<file path="config.mk">
export PLATFORM = sky130hd
export DESIGN_NAME = frame_blitter
export DESIGN_NICKNAME = d
export VERILOG_FILES = /design/src/rtl/frame_blitter.sv
export SDC_FILE = /design/constraint.sdc
export NUM_CORES = 1
export LEC_CHECK = 0
export ABC_AREA = 1
export ABC_CLOCK_PERIOD_IN_PS = 3300
export BUFFER_PORTS_ARGS = -buffer_cell sky130_fd_sc_hd__buf_2
export CAP_MARGIN = 20
export CORE_MARGIN = 1
export CORE_UTILIZATION = 57
export DETAILED_ROUTE_END_ITERATION = 10
export GPL_TIMING_DRIVEN = 0
export PLACE_DENSITY = 0.78
export SETUP_SLACK_MARGIN = 0.02
export SYNTH_ARGS = -nofsm -noshare
export SYNTH_HDL_FRONTEND = slang
export SYNTH_SLANG_ARGS = --single-unit
</file>
<file path="constraint.sdc">
create_clock -name iClock -period 3.3 [get_ports iClock]
set_input_delay 0.165 -clock iClock [delete_from_list [all_inputs] [get_ports iClock]]
set_output_delay 0.165 -clock iClock [all_outputs]
set_load 0.005 [all_outputs]
</file>
<file path="src/rtl/frame_blitter.sv">
// Row-major region blitter: scans WIDTH x HEIGHT ROM addresses and emits aligned VGA plot strobes.
// Optional macro TRANSPARENCY_EN suppresses the plot strobe for pixels equal to TRANSPARENT_KEY.
module frame_blitter #(
    parameter int WIDTH           = 160,
    parameter int HEIGHT          = 120,
    parameter int X_W             = 8,
    parameter int Y_W             = 7,
    parameter int COLOR_W         = 3,
    parameter int NUM_FRAMES      = 7,
    parameter int SEL_W           = 3,
    parameter int ADDR_W          = 15,
    parameter int ROM_LAT         = 1,
    parameter int TRANSPARENT_KEY = 0
) (
    input  logic                          iClock,
    input  logic                          iReset,
    input  logic                          iStart,
    input  logic [SEL_W-1:0]              iFrameSel,
    input  logic [X_W-1:0]                iOriginX,
    input  logic [Y_W-1:0]                iOriginY,
    output logic [ADDR_W-1:0]             oRomAddr,
    input  logic [NUM_FRAMES*COLOR_W-1:0] iRomColour,
    output logic [X_W-1:0]                oX,
    output logic [Y_W-1:0]                oY,
    output logic [COLOR_W-1:0]            oColour,
    output logic                          oPlot,
    output logic                          oBusy,
    output logic                          oDone
);
    localparam int CW = (WIDTH > 1) ? $clog2(WIDTH) : 1;
    localparam int RW = (HEIGHT > 1) ? $clog2(HEIGHT) : 1;
    localparam int DW = $clog2(ROM_LAT + 2);
    localparam logic [CW-1:0]      COL_LAST = CW'(WIDTH - 1);
    localparam logic [RW-1:0]      ROW_LAST = RW'(HEIGHT - 1);
    localparam logic [DW-1:0]      DRN_LAST = DW'(ROM_LAT);
    localparam logic [COLOR_W-1:0] KEY      = COLOR_W'(TRANSPARENT_KEY);
`ifdef TRANSPARENCY_EN
    localparam bit TRANSP = 1'b1;
`else
    localparam bit TRANSP = 1'b0;
`endif

    typedef enum logic [1:0] {IDLE, SCAN, DRAIN, DONE} state_t;

    state_t               state_q;
    logic [SEL_W-1:0]     sel_q;
    logic [X_W-1:0]       orgx_q;
    logic [Y_W-1:0]       orgy_q;
    logic [CW-1:0]        col_q;
    logic [RW-1:0]        row_q;
    logic [ADDR_W-1:0]    addr_q;
    logic [DW-1:0]        drn_q;
    logic [ROM_LAT-1:0]   vld_q;
    logic [CW-1:0]        colp_q [ROM_LAT];
    logic [RW-1:0]        rowp_q [ROM_LAT];
    logic [X_W-1:0]       x_q;
    logic [Y_W-1:0]       y_q;
    logic [COLOR_W-1:0]   colour_q;
    logic                 plot_q;
    logic                 busy_q;
    logic                 done_q;

    logic [X_W-1:0]       x_d;
    logic [Y_W-1:0]       y_d;
    logic [COLOR_W-1:0]   colour_d;
    logic                 plot_d;
    logic                 vld_out;

    assign vld_out = vld_q[ROM_LAT-1];

    // Frame select: out-of-range indices fall through to colour 0.
    always_comb begin
        colour_d = '0;
        for (int k = 0; k < NUM_FRAMES; k++) begin
            if (sel_q == SEL_W'(k)) begin
                colour_d = iRomColour[k*COLOR_W +: COLOR_W];
            end
        end
        x_d    = orgx_q + X_W'(colp_q[ROM_LAT-1]);
        y_d    = orgy_q + Y_W'(rowp_q[ROM_LAT-1]);
        plot_d = vld_out && !(TRANSP && (colour_d == KEY));
    end

    always_ff @(posedge iClock or posedge iReset) begin
        if (iReset) begin
            state_q  <= IDLE;
            sel_q    <= '0;
            orgx_q   <= '0;
            orgy_q   <= '0;
            col_q    <= '0;
            row_q    <= '0;
            addr_q   <= '0;
            drn_q    <= '0;
            vld_q    <= '0;
            for (int i = 0; i < ROM_LAT; i++) begin
                colp_q[i] <= '0;
                rowp_q[i] <= '0;
            end
            x_q      <= '0;
            y_q      <= '0;
            colour_q <= '0;
            plot_q   <= 1'b0;
            busy_q   <= 1'b0;
            done_q   <= 1'b0;
        end else begin
            // Delay line keeps (col,row,valid) aligned with the ROM read data.
            vld_q[0]  <= (state_q == SCAN);
            colp_q[0] <= col_q;
            rowp_q[0] <= row_q;
            for (int i = 1; i < ROM_LAT; i++) begin
                vld_q[i]  <= vld_q[i-1];
                colp_q[i] <= colp_q[i-1];
                rowp_q[i] <= rowp_q[i-1];
            end

            plot_q <= plot_d;
            if (vld_out) begin
                x_q      <= x_d;
                y_q      <= y_d;
                colour_q <= colour_d;
            end

            case (state_q)
                IDLE: begin
                    if (iStart) begin
                        sel_q   <= iFrameSel;
                        orgx_q  <= iOriginX;
                        orgy_q  <= iOriginY;
                        col_q   <= '0;
                        row_q   <= '0;
                        addr_q  <= '0;
                        busy_q  <= 1'b1;
                        state_q <= SCAN;
                    end
                end
                SCAN: begin
                    if (col_q == COL_LAST && row_q == ROW_LAST) begin
                        drn_q   <= '0;
                        state_q <= DRAIN;
                    end else begin
                        addr_q <= addr_q + 1'b1;
                        if (col_q == COL_LAST) begin
                            col_q <= '0;
                            row_q <= row_q + 1'b1;
                        end else begin
                            col_q <= col_q + 1'b1;
                        end
                    end
                end
                // ROM_LAT cycles of read latency plus the output register.
                DRAIN: begin
                    if (drn_q == DRN_LAST) begin
                        done_q  <= 1'b1;
                        state_q <= DONE;
                    end else begin
                        drn_q <= drn_q + 1'b1;
                    end
                end
                DONE: begin
                    done_q  <= 1'b0;
                    busy_q  <= 1'b0;
                    state_q <= IDLE;
                end
                default: state_q <= IDLE;
            endcase
        end
    end

    assign oRomAddr = addr_q;
    assign oX       = x_q;
    assign oY       = y_q;
    assign oColour  = colour_q;
    assign oPlot    = plot_q;
    assign oBusy    = busy_q;
    assign oDone    = done_q;

endmodule

</file>
==> summary.txt <==
Synth
  – Synth area leaders: dfrtp_1 46%, nand2_1 17%, nand3_1 5.5%, ha_1 5.4%, inv_1 4.7%
  – Synth warn: 0
  – Fraction of registers with async set/reset: 1.00
  – Number of enable flip-flop cells after synthesis: 0
  – Synth unique cells: 29
  – Top_reg_cell synth: dfrtp_1
  – Post-synthesis cell area: between 0.004 and 0.005 mm2
  – Seq cells post-synth: ~90
  – Cell accounting for the most synthesized area: dfrtp_1
  – Net Count, Synth: 686
  – Syn avg cell area: 7.80 um2
  – Share of the synthesized area in the top cell type: 0.460
  – Register area share after synthesis: 0.460
  – Synth Instances: ~620

Clock network
  – Clk pin slew, worst setup/hold paths: 80 ps
  – Total CTS buffers: 9
  – TritonCTS clock tree: built
  – Sink count of the clock tree: roughly 90
  – CTS root buf: clkbuf_8
  – Clock tree buffer depth: 2
  – CTS HTree Levels: 3
  – Clock latency on the worst-skew pair: between 300 and 400 ps

Timing
  – RSZ-0062 raised after global routing: no
  – F_max: 548 MHz
  – Fin. max-slew vios: 0
  – Fin crit period: between 1500 and 2000 ps
  – Final setup vio count: 0
  – Post-Route Skew: 9.99 ps
  – Final Hold Viols: 0
  – Period utilisation layout: 0.553
  – Slew HR: 0.617
  – Setup TNS: 0 ps
  – Slew @ Worst Pin: between 500 and 600 ps

Placed design
  – Gpl congestion: 0.878
  – Placed cells: 804
  – # port buffers: just under 80
  – Dpl hpwl: around 7800 um

Layout
  – Most common cell after layout, fill and taps aside: nand2_1
  – Antenna fix cells: 0
  – Share of layout cells above drive strength 1: 0.181
  – Most frequent cells in the layout: 217 x nand2_1, 89 x dfrtp_1, 82 x buf_2
  – Fillers: slightly below 700
  – Area grow syn2layout: 16.1%
  – Final Core Density: 0.685
  – Final Non-Filler Cells: between 800 and 900
  – Nets: slightly below 800

Route
  – Initial detailed-routing violation count: 200
  – Drt wl/cell: between 10 and 15 um
  – DR pass1 iterations: 5
  – Max Used Layer: met4
  – Vias: between 4000 and 5000
  – Met3 wire len: roughly 400 um
  – Drt via density: around 5.2
  – DRT Wirelength: 10600 um
  – Met1 wire length: 4860 um
  – Antenna Nets Post-Route: 0
  – # DRC: 0
  – Routed wl met2: ~5100 um

Global route
  – Largest net degree at the start of global routing: between 70 and 80
  – Global route overflow: 0
  – GRT Util Overall: 0.259
  – First-pass GRT wire length: 17900 um
  – Antenna violations before repair: 0
  – Number of global-route vias before repair: ~4000

Pwr
  – Worst vdd ir: 0.382 mV
  – Pwr dens: 714 mW/mm2
  – Clock power frac: 0.184
  – Power Total: around 4.0 mW
  – Pleak: ~3.0 nW
  – Sw Pwr: 1.65 mW
  – Sw Share: 0.410
  – Logic pwr share: 0.422
  – Flop pwr share: 0.395
  – Internal: around 2.4 mW

Min path
  – Worst hold path class: in -> reg

Flow run
  – Max cap viols: 0

Floorplan
  – Die Height: about 94 um
  – # rows: 33
  – Die width: between 90 and 100 um
  – Initial Util: 0.590
  – Ports: around 80
  – Die area: roughly 0.0089 mm2
  – Core area: about 0.008 mm2

Worst setup path
  – Top Family by Delay on Critical Path: buffers and inverters
  – WS Path Type: reg -> reg
  – Cells along the critical path: inv_1, ha_1, buf_2, inv_2, a21oi_1, nand2_2, buf_6, nand2_1, o21ai_2
  – CP endpoint kind: flop
  – Startpoint types: flop
  – Crit path max fanout: 10
  – Slowest CP cell: dfrtp_1
  – CP bufs+invs: 4
  – Critical Path AT: 2080 ps
  – Crit path largest cell delay: around 420 ps
  – Req. time, crit path: around 3600 ps

Status
  – Outcome: complete, no violations
[final timing paths]
check,startpoint,slack (ps),depth (start not counted),endpoint
min reg2reg,plot_d,400,0,oPlot
min,iOriginX[4],9,3,orgx_q[4]
max,state_q[1],1470,9,row_q[6]
min in group asynchronous,iReset,280,3,oRomAddr[12]
max in group asynchronous,iReset,2410,4,state_q[1]
max reg2reg,state_q[1],1470,9,row_q[6]
[through the flow]
step           setup slack [ps]  cell area, um2  hold WS [ps]
2_1_floorplan               828            4850           275
3_3_place_gp               -118            5360           361
3_5_place_dp               1490            5390           116
4_1_cts                    1480            5630          2.44
5_1_grt                    1320            5630          1.26
6_report                   1470            5630          8.59
[layer usage]
| layer | global-route usage | up-vias |
|---|---|---|
| met3 | 0.0372 | 18 |
| met4 | 0.110 | 0 |
| li1 | - | 2182 |
| met1 | 0.327 | 2003 |
| met5 | 0 | - |
| met2 | 0.440 | 107 |
[power by group through the flow]
stage	logic [mW]	registers (mW)	clock network, mW
final	1.69	1.59	0.739
after global placement	1.63	1.59	0
after detailed placement	1.69	1.60	0
after CTS	1.70	1.59	0.749
after global routing	1.94	1.63	0.794
after floorplan	1.19	1.58	0
[Yosys cell counts (7+ instances only)]
library cell and count:
inv_1 61, o21ai_2 8, nand3_1 53, a21oi_1 15, ha_1 21, or2_2 7
clkbuf_1 7, nand4_1 27, nand2_1 217, o21ai_0 29, nor2_1 38, dfrtp_1 89
[tightest hold or removal path, stage by stage]
cell and delay, ps:
buf_2 80, nand2_1 50, nand2_1 50
[cell type report]
| cell class | instances | area [um2] | share of cell area |
|---|---|---|---|
| Multi-Input combinational cell | 450 | 2270 | 0.404 |
| Clock inverter | 3 | 42.5 | 0.00756 |
| Clock buffer | 11 | 141 | 0.0251 |
| Sequential cell | 89 | 2230 | 0.396 |
| Buffer | 15 | 93.8 | 0.0167 |
| Tap cell | 105 | 131 | 0.0233 |
| Timing Repair Buffer | 83 | 463 | 0.0823 |
| Inverter | 67 | 254 | 0.0451 |
[flip-flops by register name, summed over array words and instances (netlist names)]
name / count
rowp_q: 7
plot_d: 1
colp_q: 8
row_q: 7
orgy_q: 7
oX: 8
sel_q: 3
oColour: 3
drn_q: 2
oPlot: 1
orgx_q: 8
state_q: 2
oDone: 1
oRomAddr: 15
oY: 7
col_q: 8
oBusy: 1
[logic make-up after synthesis]
kind of cell               Yosys count  synth area share
AOI/OAI and AO/OA                   60            0.0692
xor gates and xnor gates            10            0.0181
adders and majority gates           23            0.0625
buffers and inverters               82            0.0713
DFF                                 89             0.460
and+or+nand+nor                    357             0.319
[timing repair]
item | CTS | global route
resized for setup | 0 | 0
buffers inserted | 0 | 0
hold buffers | 5 | 0
hold endpoints to repair | 18 | 0
Note: power is estimated with default switching activity, not from simulation.
